$ cat config.mk
export PLATFORM = sky130hd
export DESIGN_NAME = layer_3_window_reader
export DESIGN_NICKNAME = d
export VERILOG_FILES = /design/src/rtl/layer_3_window_reader.sv
export SDC_FILE = /design/constraint.sdc
export NUM_CORES = 1
export LEC_CHECK = 0
export CORE_ASPECT_RATIO = 1.2
export CORE_MARGIN = 4
export CORE_UTILIZATION = 50
export DETAILED_ROUTE_END_ITERATION = 16
export GPL_TIMING_DRIVEN = 0
export PLACE_DENSITY_LB_ADDON = 0.1
export SLEW_MARGIN = 20
export SYNTH_ARGS = -nofsm -noshare
export SYNTH_HDL_FRONTEND = slang
export SYNTH_SLANG_ARGS = --single-unit
$ cat constraint.sdc
create_clock -name clk -period 5.7 [get_ports clk]
set_input_delay 1.14 -clock clk [delete_from_list [all_inputs] [get_ports clk]]
set_output_delay 1.14 -clock clk [all_outputs]
set_load 0.1 [all_outputs]
$ cat src/rtl/layer_3_window_reader.sv
// layer_3_window_reader
//   Walks every KxK convolution window of the IMG_W x IMG_H layer-3 feature
//   map in raster order and issues one buffer read address per kernel tap
//   (kx fastest, then ky; windows ox fastest, then oy). A tap is offered only
//   once the writer's live pixel count shows that pixel has been written.
//
// Ports:
//   clk, rst    clock, asynchronous active-high reset
//   conv_start  one-cycle frame start request (honoured only in IDLE)
//   wr_count    pixels written so far this frame (monotonic within a frame)
//   rd_ready    downstream accepts the current tap
//   rd_valid    rd_addr names an already-written pixel and is offered
//   rd_addr     (oy+ky)*IMG_W + (ox+kx)
//   tap_first   current tap is ky=0,kx=0
//   tap_last    current tap is ky=K-1,kx=K-1
//   win_x/win_y output column/row of the current window
//   busy        high while walking the frame
//   done        one-cycle pulse after the final tap transfers
module layer_3_window_reader #(
  parameter int IMG_W  = 12,
  parameter int IMG_H  = 12,
  parameter int K      = 3,
  parameter int ADDR_W = 10,
  parameter int POS_W  = 4
) (
  input  logic              clk,
  input  logic              rst,
  input  logic              conv_start,
  input  logic [ADDR_W-1:0] wr_count,
  input  logic              rd_ready,
  output logic              rd_valid,
  output logic [ADDR_W-1:0] rd_addr,
  output logic              tap_first,
  output logic              tap_last,
  output logic [POS_W-1:0]  win_x,
  output logic [POS_W-1:0]  win_y,
  output logic              busy,
  output logic              done
);

  localparam int OW   = IMG_W - K + 1;
  localparam int OH   = IMG_H - K + 1;
  localparam int KC_W = (K > 1) ? $clog2(K) : 1;

  typedef enum logic [1:0] {S_IDLE, S_RUN, S_DONE} state_t;

  state_t            state, state_next;
  logic [KC_W-1:0]   kx, ky, kx_next, ky_next;
  logic [POS_W-1:0]  ox, oy, ox_next, oy_next;
  logic [ADDR_W-1:0] tap_addr;
  logic              in_run, xfer;
  logic              kx_max, ky_max, ox_max, oy_max;

  assign in_run = (state == S_RUN);
  assign kx_max = (kx == KC_W'(K - 1));
  assign ky_max = (ky == KC_W'(K - 1));
  assign ox_max = (ox == POS_W'(OW - 1));
  assign oy_max = (oy == POS_W'(OH - 1));

  always_comb begin
    tap_addr = (ADDR_W'(oy) + ADDR_W'(ky)) * ADDR_W'(IMG_W)
             + ADDR_W'(ox) + ADDR_W'(kx);
  end

  // Strict compare: a tap equal to wr_count has not been written yet.
  assign rd_valid  = in_run && (tap_addr < wr_count);
  assign xfer      = rd_valid && rd_ready;

  assign rd_addr   = in_run ? tap_addr : '0;
  assign tap_first = in_run && (kx == '0) && (ky == '0);
  assign tap_last  = in_run && kx_max && ky_max;
  assign win_x     = in_run ? ox : '0;
  assign win_y     = in_run ? oy : '0;
  assign busy      = in_run;
  assign done      = (state == S_DONE);

  always_comb begin
    state_next = state;
    kx_next    = kx;
    ky_next    = ky;
    ox_next    = ox;
    oy_next    = oy;
    case (state)
      S_IDLE: begin
        if (conv_start) begin
          state_next = S_RUN;
          kx_next    = '0;
          ky_next    = '0;
          ox_next    = '0;
          oy_next    = '0;
        end
      end
      S_RUN: begin
        // Nested odometer: each counter wraps into the next slower one.
        if (xfer) begin
          if (!kx_max) begin
            kx_next = kx + KC_W'(1);
          end else begin
            kx_next = '0;
            if (!ky_max) begin
              ky_next = ky + KC_W'(1);
            end else begin
              ky_next = '0;
              if (!ox_max) begin
                ox_next = ox + POS_W'(1);
              end else begin
                ox_next = '0;
                if (!oy_max) begin
                  oy_next = oy + POS_W'(1);
                end else begin
                  oy_next    = '0;
                  state_next = S_DONE;
                end
              end
            end
          end
        end
      end
      S_DONE:  state_next = S_IDLE;
      default: state_next = S_IDLE;
    endcase
  end

  always_ff @(posedge clk or posedge rst) begin
    if (rst) begin
      state <= S_IDLE;
      kx    <= '0;
      ky    <= '0;
      ox    <= '0;
      oy    <= '0;
    end else begin
      state <= state_next;
      kx    <= kx_next;
      ky    <= ky_next;
      ox    <= ox_next;
      oy    <= oy_next;
    end
  end

endmodule

==> results by group <==
CTS
  • H-tree depth: 1
  • CTS tree: done
  • Worst-path clk slew: 100 ps
  • Clk buf depth: 2
  • Worst-Skew Late Latency: 290 ps
  • Clk sinks: 14
  • CTS root buffer: clkbuf_4
  • TritonCTS Buffers: 3

Global route
  • Initial antenna violation count: 0
  • GRT met2 Usage: 34.7%
  • Grt met1 use: 21.1%
  • Routing usage on met3: 1.80%
  • First-pass GRT wire length: 6.38 mm
  • GRT Overall Usage: 18.6%
  • Pin count of the biggest net entering global routing: 15
  • GRT Max-Usage Layer: met2
  • Number of global-route vias before repair: 1537
  • Total congestion overflow: 0

STA
  • Fmax: 182 MHz
  • Final min period: 5490 ps
  • RSZ-0062 raised after global routing: false
  • Clock skew: 14.9 ps
  • Slew at the pin closest to its max-slew limit: 977 ps
  • Slew Limit Fails: 0
  • Hold Fails Final Rpt: 0
  • Rel. slew slack: 34.7%
  • Fin crit share: 96.4%
  • Final setup viols: 0

Place
  • Final Wtd Congestion: 0.816
  • Detail Placement HPWL: 3.18 mm
  • Post-placement cell count: 270
  • IO buf count: 36
  • Post-DP Area: 2090 sq um

Final layout
  • Post-layout instance area: 2160 sq um
  • Share of cells above drive strength 1: 10.0%
  • Number of antenna cells inserted: 0
  • Nets: 280
  • Most frequent cells in the layout: clkdlybuf4s50_1, ha_1, inv_1, and2_1
  • Most common cell after layout, fill and taps aside: clkdlybuf4s50_1
  • Final Non-Filler Cells: 275
  • Synthesis-to-layout area growth: 27.7%

Setup path
  • Critical Path RT: 4560 ps
  • FF-to-FF path depth: 17
  • Arrival time at the worst endpoint: 4350 ps
  • Critical Path Source Type: flop
  • Crit path kind: reg -> out
  • Worst-path maximum fanout: 6
  • Critical Path Sink Type: primary output
  • Crit Reg-Reg Endpoint: oy[3]$_DFFE_PP0P_
  • Worst r2r src: ky[0]$_DFFE_PP0P_
  • Flop2flop setup slack: 1180 ps

Die
  • Die H: 71.7 microns
  • Die Wd: 61.1 microns
  • Die area: 4380 sq um
  • Initial Util: 53.4%
  • IO Pins: 37
  • # rows: 22
  • Area of the core: 3170 sq um

Synthesis
  • Syn Inst Count: 198
  • Mapped Area: 1690 sq um
  • Synth Flop Type: dfrtp_1
  • Post-synthesis cell type count: 44
  • Post-Syn Area per Cell: 8.53 sq um
  • YS warnings: 0
  • Flops & latches, synth: 14
  • Number of flops mapped to enable cells by yosys: 0
  • Mapped Nets: 238
  • Post-synth ARST share: 100%
  • Post-synthesis sequential area ratio: 20.7%

Routing
  • DR DRC count: 0
  • Antenna Nets Post-Route: 0
  • Vias/cell: 5.53
  • Vias: 1522
  • WL per Instance: 14.2 microns
  • DR iter-0 viols: 29
  • Detailed Route WL: 3.91 mm
  • 1st-pass router iterations: 4

Outcome
  • Status: finished clean

Worst hold path
  • Hold endpoint: ox[3]$_DFFE_PP0P_
  • Hold Path Depth: 1
  • Hold WC Path Type: reg -> reg
  • Hold_sp: ox[3]$_DFFE_PP0P_

Job
  • Max cap viols: 0
[worst max path at each step]
stage,startpoint,to
6_report,ky[0]$_DFFE_PP0P_,rd_valid
5_1_grt,ky[0]$_DFFE_PP0P_,rd_valid
4_1_cts,ky[0]$_DFFE_PP0P_,rd_valid
3_5_place_dp,ky[0]$_DFFE_PP0P_,rd_valid
3_3_place_gp,ky[0]$_DFFE_PP0P_,rd_valid
2_1_floorplan,ky[0]$_DFFE_PP0P_,rd_valid
[timing repair]
action                     4_1_cts  5_1_grt
hold buffers                     0        0
hold endpoints to repair         0        0
setup endpoints to repair        1        1
resized for setup                7        4
setup buffers                    0        1
pin swaps                        0        1
[per-layer routing]
layer,vias to the layer above,share of wire [%]
met5,-,0
met4,0,1.3
met3,7,4.0
met2,36,53
met1,715,41
li1,764,-
[cell type report]
class                      count  area (sq um)
timing repair buffer          37           369
tap                           36          45.0
multi-input combinational    158          1240
buffer                         4          23.8
fill                         269          1010
clock buffer                   4          36.3
sequential                    14           352
inverter                      22          87.6
[cell usage after synthesis (2+ instances only)]
| cell | instances | area, sq um |
|---|---|---|
| a21o_1 | 3 | 22.5 |
| a21oi_1 | 12 | 60.1 |
| a31o_2 | 2 | 17.5 |
| and2_1 | 15 | 93.8 |
| and3_1 | 2 | 12.5 |
| and4_1 | 2 | 17.5 |
| clkbuf_1 | 2 | 7.51 |
| dfrtp_1 | 14 | 350 |
| fa_1 | 3 | 60.1 |
| ha_1 | 23 | 288 |
| inv_1 | 21 | 78.8 |
| mux2_1 | 2 | 22.5 |
| mux2i_1 | 3 | 30.0 |
| nand2_1 | 14 | 52.6 |
| nand2_4 | 3 | 33.8 |
| nand2b_1 | 5 | 31.3 |
| nand3_1 | 8 | 40.0 |
| nand3b_1 | 2 | 15.0 |
| nor2_1 | 14 | 52.6 |
| nor2b_1 | 3 | 18.8 |
| nor3_1 | 3 | 15.0 |
| nor3b_1 | 2 | 15.0 |
| nor4_1 | 2 | 12.5 |
| o21ai_0 | 4 | 20.0 |
| o21bai_1 | 2 | 15.0 |
| o311ai_0 | 2 | 17.5 |
| xnor2_1 | 10 | 87.6 |
| xor2_1 | 4 | 35.0 |
[critical path, stage by stage, from the launching register on]
cell       delay (ps)
dfrtp_2           450
ha_1              230
fa_1              430
xor2_2            200
inv_1              90
fa_1              450
nand2b_1          160
o2bb2ai_1         170
xnor2_1           140
and4_1            210
xnor2_1           200
ha_1              280
nand4_1           160
nor2_1             90
nor4_4            320
and3_4            280
buf_6             220
[cells by family after synthesis]
group,after synthesis,share of synthesized area [%]
xor+xnor,14,7.26
compound gates,31,12.4
mux,5,3.11
flops,14,20.7
simple gates,82,29.3
buf+inv,26,6.59
fa+ha+maj,26,20.6
[per-stage QoR]
step                hold WS, ps  utilization, %  setup slack, ps  TNS (ps)
floorplan                   492               -              646         0
global placement            542            66.2             -372      -372
detailed placement          557            66.2             -499      -499
CTS                         570            67.5             3.07         0
global route                614            68.1             12.6         0
finish                      573            68.1              206         0
[registers in the layout, summed over array words and instances, names as in the netlist]
name,count
state,2
ox,4
oy,4
kx,2
ky,2
Power is not shown: default switching activity piles up to over one toggle a cycle in this logic, so the estimate is an artifact.
